`src/rtl/trigger_pkg.sv`:
```
// trigger_pkg: definitions shared by the DI2C trigger transmitter and receiver.
//   - state encoding of the transmitter FSM
//   - frame geometry (byte count, SCL slots per byte)
//   - on-wire byte order
//   - CRC word sequencing and the byte-wise bit reversal used when feeding
//     the MSB-first crc16_generator so that the result is CRC16-KERMIT
package trigger_pkg;

  typedef enum logic [2:0] {
    ST_IDLE      = 3'd0,
    ST_WAIT_BUSY = 3'd1,
    ST_CRC       = 3'd2,
    ST_START     = 3'd3,
    ST_BITS      = 3'd4,
    ST_STOP      = 3'd5,
    ST_GAP       = 3'd6
  } tx_state_e;

  localparam int FRAME_BYTES        = 8;
  localparam int BITS_PER_BYTE_SLOT = 9;

  // Position of each field in the transmitted frame.
  localparam logic [2:0] BYTE_ID     = 3'd0;
  localparam logic [2:0] BYTE_TYPE   = 3'd1;
  localparam logic [2:0] BYTE_SER3   = 3'd2;
  localparam logic [2:0] BYTE_SER2   = 3'd3;
  localparam logic [2:0] BYTE_SER1   = 3'd4;
  localparam logic [2:0] BYTE_SER0   = 3'd5;
  localparam logic [2:0] BYTE_CRC_HI = 3'd6;
  localparam logic [2:0] BYTE_CRC_LO = 3'd7;

  localparam logic [2:0] LAST_BYTE = 3'(FRAME_BYTES - 1);
  localparam logic [3:0] LAST_SLOT = 4'(BITS_PER_BYTE_SLOT - 1);

  // CRC sequencing steps: clear the generator, feed three words, latch.
  localparam logic [2:0] CRC_STEP_CLEAR = 3'd0;
  localparam logic [2:0] CRC_STEP_W0    = 3'd1;
  localparam logic [2:0] CRC_STEP_W1    = 3'd2;
  localparam logic [2:0] CRC_STEP_W2    = 3'd3;
  localparam logic [2:0] CRC_STEP_LATCH = 3'd4;

  function automatic logic [7:0] rev8(input logic [7:0] b);
    logic [7:0] r;
    r = 8'h00;
    for (int i = 0; i < 8; i++) begin
      r[i] = b[7 - i];
    end
    return r;
  endfunction

  function automatic logic [15:0] rev16(input logic [15:0] w);
    logic [15:0] r;
    r = 16'h0000;
    for (int i = 0; i < 16; i++) begin
      r[i] = w[15 - i];
    end
    return r;
  endfunction

  // Reflected-input CRC on an MSB-first engine: reverse bits inside each
  // byte, keep the byte order.
  function automatic logic [15:0] crc_word(input logic [15:0] w);
    return {rev8(w[15:8]), rev8(w[7:0])};
  endfunction

endpackage

```
`src/rtl/trigger_tx_if.sv`:
```
// trigger_tx_if: request/status bundle between a trigger source and trigger_tx.
//   trig_req/sub_system_id/trigger_type/serial_clear : source -> transmitter
//   trig_ack/frame_done/busy_timeout/tx_active/trigger_serial : transmitter -> source
interface trigger_tx_if;
  logic        trig_req;
  logic [7:0]  sub_system_id;
  logic [7:0]  trigger_type;
  logic        serial_clear;
  logic        trig_ack;
  logic        frame_done;
  logic        busy_timeout;
  logic        tx_active;
  logic [31:0] trigger_serial;

  modport master (
    output trig_req, sub_system_id, trigger_type, serial_clear,
    input  trig_ack, frame_done, busy_timeout, tx_active, trigger_serial
  );

  modport slave (
    input  trig_req, sub_system_id, trigger_type, serial_clear,
    output trig_ack, frame_done, busy_timeout, tx_active, trigger_serial
  );
endinterface

```
`src/rtl/crc16_generator.sv`:
```
// crc16_generator: MSB-first CRC16 engine, polynomial 0x1021, init 0x0000.
//   clock      : clock
//   reset      : synchronous clear of the CRC register
//   data_in_en : consume data_in this cycle (16 bits, bit 15 first)
//   data_in    : input word
//   crc_out    : current CRC register value
module crc16_generator (
  input  logic        clock,
  input  logic        reset,
  input  logic        data_in_en,
  input  logic [15:0] data_in,
  output logic [15:0] crc_out
);

  logic [15:0] crc_q;
  logic [15:0] crc_d;

  function automatic logic [15:0] crc_step16(input logic [15:0] crc, input logic [15:0] d);
    logic [15:0] c;
    logic        fb;
    c = crc;
    for (int i = 15; i >= 0; i--) begin
      fb = c[15] ^ d[i];
      c  = {c[14:0], 1'b0} ^ (fb ? 16'h1021 : 16'h0000);
    end
    return c;
  endfunction

  // Next CRC value: advance by one word when enabled.
  always_comb begin
    crc_d = crc_q;
    if (data_in_en) begin
      crc_d = crc_step16(crc_q, data_in);
    end else begin
      crc_d = crc_q;
    end
  end

  // CRC register with synchronous clear.
  always_ff @(posedge clock) begin
    if (reset) begin
      crc_q <= 16'h0000;
    end else begin
      crc_q <= crc_d;
    end
  end

  assign crc_out = crc_q;

endmodule

```
`src/rtl/trigger_tx.sv`:
```
// trigger_tx: DI2C trigger-link transmitter.
//   clk, reset            : system clock, synchronous active-high reset
//   ctl (trigger_tx_if)   : trigger request in, ack/done/timeout/active/serial out
//   *_sda, *_scl          : driven transceivers (ren=1, de=1, di = line level)
//   *_busy                : receive-only transceiver, ro_busy is the sub-system busy
// A request waits for busy low, computes CRC16-KERMIT over id/type/serial,
// then sends start, 8 bytes (9 SCL slots each, last slot a 0 dummy), stop,
// and holds the bus idle for GAP_CYCLES before the serial advances.
module trigger_tx
  import trigger_pkg::*;
#(
  parameter int HALF_PERIOD  = 50,
  parameter int BUSY_TIMEOUT = 1000000,
  parameter int GAP_CYCLES   = 200
) (
  input  logic   clk,
  input  logic   reset,
  trigger_tx_if.slave ctl,
  input  logic   ro_sda,
  output logic   ren_sda,
  output logic   de_sda,
  output logic   di_sda,
  input  logic   ro_scl,
  output logic   ren_scl,
  output logic   de_scl,
  output logic   di_scl,
  input  logic   ro_busy,
  output logic   ren_busy,
  output logic   de_busy,
  output logic   di_busy
);

  localparam logic [15:0] HP_LAST   = 16'(HALF_PERIOD - 1);
  localparam logic [31:0] WAIT_LAST = 32'(BUSY_TIMEOUT - 1);
  localparam logic [31:0] GAP_LAST  = 32'(GAP_CYCLES - 1);

  tx_state_e   state_q, state_d;
  logic [31:0] serial_q, serial_d;
  logic [7:0]  id_q, id_d;
  logic [7:0]  type_q, type_d;
  logic [31:0] cnt_q, cnt_d;        // busy wait / gap counter
  logic [15:0] half_q, half_d;      // cycle within an SCL half-period
  logic        phase_q, phase_d;    // 0: SCL low half, 1: SCL high half
  logic [3:0]  slot_q, slot_d;      // SCL slot within the current byte
  logic [2:0]  byte_q, byte_d;
  logic [2:0]  crc_step_q, crc_step_d;
  logic [15:0] crc_q, crc_d;
  logic        scl_q, scl_d;
  logic        sda_q, sda_d;
  logic        ack_q, ack_d;
  logic        done_q, done_d;
  logic        to_q, to_d;
  logic        active_q, active_d;
  logic        busy_m_q, busy_s_q;

  logic        crc_clr;
  logic        crc_en;
  logic [15:0] crc_din;
  logic [15:0] crc_out;
  logic [7:0]  cur_byte;
  logic [2:0]  bit_sel;
  logic        tx_bit;
  logic        unused_inputs;

  assign unused_inputs = ro_sda ^ ro_scl;

  crc16_generator u_crc (
    .clock      (clk),
    .reset      (crc_clr | reset),
    .data_in_en (crc_en),
    .data_in    (crc_din),
    .crc_out    (crc_out)
  );

  // Byte currently on the wire and the bit for the current SCL slot.
  always_comb begin
    cur_byte = 8'h00;
    case (byte_q)
      BYTE_ID:     cur_byte = id_q;
      BYTE_TYPE:   cur_byte = type_q;
      BYTE_SER3:   cur_byte = serial_q[31:24];
      BYTE_SER2:   cur_byte = serial_q[23:16];
      BYTE_SER1:   cur_byte = serial_q[15:8];
      BYTE_SER0:   cur_byte = serial_q[7:0];
      BYTE_CRC_HI: cur_byte = crc_q[15:8];
      BYTE_CRC_LO: cur_byte = crc_q[7:0];
      default:     cur_byte = 8'h00;
    endcase
    bit_sel = 3'd7 - slot_q[2:0];
    if (slot_q == LAST_SLOT) begin
      tx_bit = 1'b0;
    end else begin
      tx_bit = cur_byte[bit_sel];
    end
  end

  // Next-state, datapath and output decode for the transmit FSM.
  always_comb begin
    state_d    = state_q;
    serial_d   = serial_q;
    id_d       = id_q;
    type_d     = type_q;
    cnt_d      = cnt_q;
    half_d     = half_q;
    phase_d    = phase_q;
    slot_d     = slot_q;
    byte_d     = byte_q;
    crc_step_d = crc_step_q;
    crc_d      = crc_q;
    scl_d      = scl_q;
    sda_d      = sda_q;
    ack_d      = 1'b0;
    done_d     = 1'b0;
    to_d       = 1'b0;
    active_d   = active_q;
    crc_clr    = 1'b0;
    crc_en     = 1'b0;
    crc_din    = 16'h0000;

    case (state_q)
      ST_IDLE: begin
        scl_d = 1'b1;
        sda_d = 1'b1;
        // Clear lands before a simultaneous request so that frame carries 0.
        if (ctl.serial_clear) begin
          serial_d = 32'h0000_0000;
        end else begin
          serial_d = serial_q;
        end
        if (ctl.trig_req) begin
          state_d  = ST_WAIT_BUSY;
          ack_d    = 1'b1;
          active_d = 1'b1;
          id_d     = ctl.sub_system_id;
          type_d   = ctl.trigger_type;
          cnt_d    = 32'd0;
        end else begin
          active_d = 1'b0;
        end
      end

      ST_WAIT_BUSY: begin
        if (!busy_s_q) begin
          state_d    = ST_CRC;
          crc_step_d = CRC_STEP_CLEAR;
        end else if (cnt_q == WAIT_LAST) begin
          to_d     = 1'b1;
          active_d = 1'b0;
          state_d  = ST_IDLE;
        end else begin
          cnt_d = cnt_q + 32'd1;
        end
      end

      ST_CRC: begin
        crc_step_d = crc_step_q + 3'd1;
        case (crc_step_q)
          CRC_STEP_CLEAR: crc_clr = 1'b1;
          CRC_STEP_W0: begin
            crc_en  = 1'b1;
            crc_din = crc_word({id_q, type_q});
          end
          CRC_STEP_W1: begin
            crc_en  = 1'b1;
            crc_din = crc_word(serial_q[31:16]);
          end
          CRC_STEP_W2: begin
            crc_en  = 1'b1;
            crc_din = crc_word(serial_q[15:0]);
          end
          CRC_STEP_LATCH: begin
            // Engine register is non-reflected; KERMIT wants it mirrored.
            crc_d      = rev16(crc_out);
            crc_step_d = CRC_STEP_CLEAR;
            state_d    = ST_START;
            sda_d      = 1'b0;
            half_d     = 16'd0;
          end
          default: begin
            crc_step_d = CRC_STEP_CLEAR;
            state_d    = ST_IDLE;
            active_d   = 1'b0;
          end
        endcase
      end

      ST_START: begin
        if (half_q == HP_LAST) begin
          scl_d   = 1'b0;
          half_d  = 16'd0;
          phase_d = 1'b0;
          slot_d  = 4'd0;
          byte_d  = 3'd0;
          state_d = ST_BITS;
        end else begin
          half_d = half_q + 16'd1;
        end
      end

      ST_BITS: begin
        if (!phase_q) begin
          // SDA is updated at the end of the first SCL-low cycle only.
          if (half_q == 16'd0) begin
            sda_d = tx_bit;
          end else begin
            sda_d = sda_q;
          end
          if (half_q == HP_LAST) begin
            scl_d   = 1'b1;
            phase_d = 1'b1;
            half_d  = 16'd0;
          end else begin
            half_d = half_q + 16'd1;
          end
        end else begin
          if (half_q == HP_LAST) begin
            scl_d   = 1'b0;
            phase_d = 1'b0;
            half_d  = 16'd0;
            if (slot_q == LAST_SLOT) begin
              slot_d = 4'd0;
              if (byte_q == LAST_BYTE) begin
                state_d = ST_STOP;
              end else begin
                byte_d = byte_q + 3'd1;
              end
            end else begin
              slot_d = slot_q + 4'd1;
            end
          end else begin
            half_d = half_q + 16'd1;
          end
        end
      end

      ST_STOP: begin
        if (!phase_q) begin
          if (half_q == 16'd0) begin
            sda_d = 1'b0;
          end else begin
            sda_d = sda_q;
          end
          if (half_q == HP_LAST) begin
            scl_d   = 1'b1;
            phase_d = 1'b1;
            half_d  = 16'd0;
          end else begin
            half_d = half_q + 16'd1;
          end
        end else begin
          if (half_q == HP_LAST) begin
            sda_d   = 1'b1;
            phase_d = 1'b0;
            half_d  = 16'd0;
            cnt_d   = 32'd0;
            state_d = ST_GAP;
          end else begin
            half_d = half_q + 16'd1;
          end
        end
      end

      ST_GAP: begin
        scl_d = 1'b1;
        sda_d = 1'b1;
        if (cnt_q == GAP_LAST) begin
          done_d   = 1'b1;
          serial_d = serial_q + 32'd1;
          active_d = 1'b0;
          state_d  = ST_IDLE;
        end else begin
          cnt_d = cnt_q + 32'd1;
        end
      end

      default: begin
        state_d  = ST_IDLE;
        scl_d    = 1'b1;
        sda_d    = 1'b1;
        active_d = 1'b0;
      end
    endcase
  end

  // Two-flop synchroniser for the asynchronous sub-system busy line.
  always_ff @(posedge clk) begin
    if (reset) begin
      busy_m_q <= 1'b0;
      busy_s_q <= 1'b0;
    end else begin
      busy_m_q <= ro_busy;
      busy_s_q <= busy_m_q;
    end
  end

  // State and datapath registers; reset drops the bus to idle at once.
  always_ff @(posedge clk) begin
    if (reset) begin
      state_q    <= ST_IDLE;
      serial_q   <= 32'h0000_0000;
      id_q       <= 8'h00;
      type_q     <= 8'h00;
      cnt_q      <= 32'd0;
      half_q     <= 16'd0;
      phase_q    <= 1'b0;
      slot_q     <= 4'd0;
      byte_q     <= 3'd0;
      crc_step_q <= CRC_STEP_CLEAR;
      crc_q      <= 16'h0000;
      scl_q      <= 1'b1;
      sda_q      <= 1'b1;
      ack_q      <= 1'b0;
      done_q     <= 1'b0;
      to_q       <= 1'b0;
      active_q   <= 1'b0;
    end else begin
      state_q    <= state_d;
      serial_q   <= serial_d;
      id_q       <= id_d;
      type_q     <= type_d;
      cnt_q      <= cnt_d;
      half_q     <= half_d;
      phase_q    <= phase_d;
      slot_q     <= slot_d;
      byte_q     <= byte_d;
      crc_step_q <= crc_step_d;
      crc_q      <= crc_d;
      scl_q      <= scl_d;
      sda_q      <= sda_d;
      ack_q      <= ack_d;
      done_q     <= done_d;
      to_q       <= to_d;
      active_q   <= active_d;
    end
  end

  assign ctl.trig_ack       = ack_q;
  assign ctl.frame_done     = done_q;
  assign ctl.busy_timeout   = to_q;
  assign ctl.tx_active      = active_q;
  assign ctl.trigger_serial = serial_q;

  assign di_sda   = sda_q;
  assign ren_sda  = 1'b1;
  assign de_sda   = 1'b1;
  assign di_scl   = scl_q;
  assign ren_scl  = 1'b1;
  assign de_scl   = 1'b1;
  assign di_busy  = 1'b0;
  assign ren_busy = 1'b0;
  assign de_busy  = 1'b0;

endmodule

```
`src/flat_wrapper.sv`:
```
// flat-port wrapper written by rule: the top's interface ports become plain ports
module trigger_tx_flat import trigger_pkg::*;
#(
  parameter int HALF_PERIOD  = 50,
  parameter int BUSY_TIMEOUT = 1000000,
  parameter int GAP_CYCLES   = 200
)
  (clk, reset, ro_sda, ren_sda, de_sda, di_sda, ro_scl, ren_scl, de_scl, di_scl, ro_busy, ren_busy, de_busy, di_busy, ctl_trig_req, ctl_sub_system_id, ctl_trigger_type, ctl_serial_clear, ctl_trig_ack, ctl_frame_done, ctl_busy_timeout, ctl_tx_active, ctl_trigger_serial);
  trigger_tx_if ctl_i ();
  input  logic clk;
  input  logic reset;
  input  logic ro_sda;
  output logic ren_sda;
  output logic de_sda;
  output logic di_sda;
  input  logic ro_scl;
  output logic ren_scl;
  output logic de_scl;
  output logic di_scl;
  input  logic ro_busy;
  output logic ren_busy;
  output logic de_busy;
  output logic di_busy;
  input wire logic [$bits(ctl_i.trig_req)-1:0] ctl_trig_req;
  input wire logic [$bits(ctl_i.sub_system_id)-1:0] ctl_sub_system_id;
  input wire logic [$bits(ctl_i.trigger_type)-1:0] ctl_trigger_type;
  input wire logic [$bits(ctl_i.serial_clear)-1:0] ctl_serial_clear;
  output wire logic [$bits(ctl_i.trig_ack)-1:0] ctl_trig_ack;
  output wire logic [$bits(ctl_i.frame_done)-1:0] ctl_frame_done;
  output wire logic [$bits(ctl_i.busy_timeout)-1:0] ctl_busy_timeout;
  output wire logic [$bits(ctl_i.tx_active)-1:0] ctl_tx_active;
  output wire logic [$bits(ctl_i.trigger_serial)-1:0] ctl_trigger_serial;
  assign ctl_i.trig_req = ctl_trig_req;
  assign ctl_i.sub_system_id = ctl_sub_system_id;
  assign ctl_i.trigger_type = ctl_trigger_type;
  assign ctl_i.serial_clear = ctl_serial_clear;
  assign ctl_trig_ack = ctl_i.trig_ack;
  assign ctl_frame_done = ctl_i.frame_done;
  assign ctl_busy_timeout = ctl_i.busy_timeout;
  assign ctl_tx_active = ctl_i.tx_active;
  assign ctl_trigger_serial = ctl_i.trigger_serial;
  trigger_tx #(.HALF_PERIOD(HALF_PERIOD), .BUSY_TIMEOUT(BUSY_TIMEOUT), .GAP_CYCLES(GAP_CYCLES)) u_core (.clk(clk), .reset(reset), .ctl(ctl_i), .ro_sda(ro_sda), .ren_sda(ren_sda), .de_sda(de_sda), .di_sda(di_sda), .ro_scl(ro_scl), .ren_scl(ren_scl), .de_scl(de_scl), .di_scl(di_scl), .ro_busy(ro_busy), .ren_busy(ren_busy), .de_busy(de_busy), .di_busy(di_busy));
endmodule
```
`config.mk`:
```
export PLATFORM = sky130hd
export DESIGN_NAME = trigger_tx_flat
export DESIGN_NICKNAME = d
export VERILOG_FILES = /design/src/rtl/trigger_pkg.sv /design/src/rtl/trigger_tx_if.sv /design/src/rtl/crc16_generator.sv /design/src/rtl/trigger_tx.sv /design/src/flat_wrapper.sv
export SDC_FILE = /design/constraint.sdc
export NUM_CORES = 1
export LEC_CHECK = 0
export CAP_MARGIN = 20
export CORE_MARGIN = 2
export CORE_UTILIZATION = 41
export DETAILED_ROUTE_END_ITERATION = 10
export PLACE_DENSITY = 0.57
export REMOVE_ABC_BUFFERS = 1
export SLEW_MARGIN = 30
export SYNTH_ARGS = -nofsm -noshare
export SYNTH_HDL_FRONTEND = slang
export SYNTH_SLANG_ARGS = --single-unit
```
`constraint.sdc`:
```
create_clock -name clk -period 4.3 [get_ports clk]
set_input_delay 0.86 -clock clk [delete_from_list [all_inputs] [get_ports clk]]
set_output_delay 0.86 -clock clk [all_outputs]
set_load 0.03 [all_outputs]
```
==> key figures <==
Synthesis
  – Top_reg_cell synth: dfxtp_1
  – Mean Syn Cell Area: 7.940 um^2
  – Synth warn: 0
  – Post-synth ARST share: 0%
  – EDFF count, synth: 0
  – Netlist Area Pre-Place: around 0.0084 mm^2
  – Synth Instances: between 1000 and 1500
  – Register area share after synthesis: a little over a third
  – Unique cell type count in the Yosys netlist: ~70
  – Flops & latches, synth: 150

Clocking
  – Post-CTS setup buffer count: 0
  – CTS root buf: clkbuf_16
  – Worst-Skew Late Latency: 430 ps
  – CTS Hold Bufs: 0
  – Clock buffer depth: 2
  – Post-CTS Resized: 0
  – Clk slew on worst S/H paths: 60 ps
  – TritonCTS Buffers: 17
  – Clock sink count: 150
  – # H-tree levels: 4
  – CTS tree: yes

Cells and area
  – Layout Cells excl Fill: around 1400
  – Most frequent cells in the layout: dfxtp_1, nand2_1, nor2_1
  – Layout cell share with drive strength beyond 1: 6.828%
  – N_diodes: 0
  – Fillers: slightly above 2000
  – Area grow syn2layout: 18.19%
  – Post-layout util: roughly half
  – Nets@finish: around 1100
  – Most common cell after layout, fill and taps aside: dfxtp_1

STA
  – RSZ-0062 raised after global routing: false
  – Final Hold Fails: 0
  – Clk_skew: ~12 ps
  – Worst-Margin Slew: roughly 950 ps
  – Max Freq: between 200 and 300 MHz
  – Clock period minus worst slack: 3555 ps
  – Rel. slew slack: a little under two fifths
  – Final setup viols: 0
  – Setup tns final: 0 ps
  – Slew Limit Fails: 0
  – Final WS setup: about 740 ps
  – Final period util: between 80% and 90%

Status
  – Status: finished clean

Pwr
  – Pwr/cell area: just over 400 mW/mm^2
  – Overall Power: 4101 uW
  – Maximum vdd drop: 0.2785 mV
  – Leak: 0.003414 uW

Worst setup path
  – Worst Path Required: ~4600 ps
  – Worst setup EP type: flop
  – CP max FO: 7
  – Crit path DAT: 3880 ps
  – Reg-to-reg startpoint: u_core.crc_step_q[0]
  – Setup crit start: u_core.crc_step_q[0]
  – Startpoint types: flop
  – Setup Crit Path Kind: reg -> reg

Floorplanning
  – Top Ports: 68
  – Starting Density: about two fifths
  – DIE WIDTH: roughly 150 um
  – Core Box Area: slightly above 0.02 mm^2
  – Die Ht: around 150 um
  – Row count: 52
  – Die Footprint: 0.02165 mm^2

Hold path
  – Hold_sp: u_core.busy_m_q
  – Min-Delay Path Class: reg -> reg

Placement
  – GP Congestion: 0.8699
  – Pre-CTS setup slack: between 700 and 800 ps
  – Hpwl dp: 17390 um
  – Inst Count DP: 1351
  – # port buffers: 58

GRT
  – Largest net degree at the start of global routing: about 70
  – Vias in the first global route: around 7300
  – GRT overflow: 0
  – Initial antenna violation count: 0
  – Total GRT Usage: a little under a quarter
  – First-pass GRT wire length: 39440 um

Drt
  – DR vias/cell: 5.626
  – Iteration-0 DRC count of the detailed router: 501
  – Drt drc: 0
  – ANT nets after route: 0
  – Routed WL: roughly 24000 um
  – Routed via count: just under 8000
  – TritonRoute pass-1 iters: 5
  – Wire per inst: 17.71 um

Run
  – Max-cap violations: 0
## flip-flops by register name, summed over array words and instances, names as in the netlist
name and count:
u_core.ctl.tx_active 1, u_core.ctl.busy_timeout 1, u_core.cnt_q 32, u_core.busy_m_q 1
u_core.ctl.trigger_serial 32, u_core.crc_q 16, u_core.crc_step_q 3, u_core.id_q 8
u_core.di_sda 1, u_core.type_q 8, u_core.byte_q 3, u_core.half_q 16
u_core.di_scl 1, u_core.busy_s_q 1, u_core.slot_q 4, u_core.state_q 3
u_core.ctl.trig_ack 1, u_core.u_crc.crc_out 16, u_core.phase_q 1, u_core.ctl.frame_done 1
## metrics by stage
| stage | cell area, um^2 | hold WS, ps |
|---|---|---|
| floorplan | 8153 | 413.8 |
| global placement | 9256 | 422.1 |
| detailed placement | 9256 | 427.2 |
| CTS | 9928 | 435.5 |
| global route | 9928 | 460.9 |
| finish | 9928 | 431.8 |
## worst paths after layout
path	to	slack, ps	cells after the start
max reg2reg	u_core.u_crc.crc_out[13]	740	10
min	u_core.busy_s_q	430	1
min reg2reg	u_core.busy_s_q	430	1
max	u_core.u_crc.crc_out[13]	740	10
## critical path, cell delays in order, from the launching register on
cell	delay, ps
dfxtp_1	360
inv_1	100
ha_1	230
nor2b_1	220
a222oi_1	760
mux2_1	400
a211oi_1	200
buf_4	180
xnor2_1	280
xnor3_1	520
a31o_1	210
## report_power, final
| part | leakage (uW) | internal, uW | switching (uW) |
|---|---|---|---|
| Combinational | 0.00187 | 290 | 588 |
| Clock | 0.000330 | 1070 | 635 |
| Sequential | 0.00121 | 1450 | 62.8 |
## layout make-up
type	instances	area, um^2	area share, %
Multi-Input combinational cell	830	5089	51.25
Sequential cell	150	3003	30.25
Timing Repair Buffer	82	755.7	7.612
Clock buffer	19	452.9	4.562
Tap cell	270	337.8	3.403
Clock inverter	13	219.0	2.205
Inverter	19	71.32	0.7183
## cells in the mapped netlist (4+ instances only)
| cell | instances | share of area [%] |
|---|---|---|
| a211oi_1 | 10 | 0.89 |
| a21boi_0 | 4 | 0.36 |
| a21oi_1 | 87 | 5.2 |
| a221o_1 | 7 | 0.83 |
| a221oi_1 | 10 | 1.0 |
| a222oi_1 | 18 | 2.1 |
| a311oi_1 | 4 | 0.42 |
| and3_1 | 19 | 1.4 |
| and4_1 | 14 | 1.5 |
| buf_4 | 7 | 0.63 |
| clkbuf_1 | 57 | 2.5 |
| dfxtp_1 | 150 | 36 |
| ha_1 | 18 | 2.7 |
| inv_1 | 18 | 0.80 |
| mux2_1 | 5 | 0.67 |
| mux2_2 | 6 | 0.80 |
| mux2i_1 | 4 | 0.48 |
| nand2_1 | 147 | 6.6 |
| nand2b_1 | 7 | 0.52 |
| nand3_1 | 51 | 3.0 |
| nand3b_1 | 12 | 1.1 |
| nand4_1 | 24 | 1.8 |
| nor2_1 | 134 | 6.0 |
| nor2b_1 | 9 | 0.67 |
| nor3_1 | 19 | 1.1 |
| nor4_1 | 9 | 0.67 |
| nor4bb_1 | 4 | 0.48 |
| o21a_1 | 7 | 0.63 |
| o21ai_0 | 26 | 1.5 |
| o21ai_1 | 5 | 0.30 |
| o22ai_1 | 6 | 0.45 |
| o2bb2ai_1 | 5 | 0.52 |
| or3_1 | 12 | 0.89 |
| or4_1 | 6 | 0.54 |
| xnor2_1 | 48 | 5.0 |
| xor2_1 | 40 | 4.2 |
## per-layer routing
| layer | global-route usage, % | wire length, um |
|---|---|---|
| met2 | 36.66 | 11190 |
| met4 | 6.490 | 493 |
| met5 | 0 | 0 |
| met1 | 31.57 | 11540 |
| met3 | 4.534 | 1274 |
## logic make-up (layout without fill, tap and decap cells)
kind of cell | Yosys count | in the layout | synth area share [%]
buffers and inverters | 83 | 133 | 4.021
AO/OA/AOI/OAI | 216 | 216 | 17.29
flip-flops | 150 | 150 | 35.75
adder cells (fa/ha/maj) | 18 | 18 | 2.681
multiplexers | 15 | 15 | 1.951
AND/OR/NAND/NOR | 480 | 480 | 27.57
XOR/XNOR | 94 | 94 | 10.65
other | 2 | 7 | 0.08940
Power figures use the tool's default switching activity.
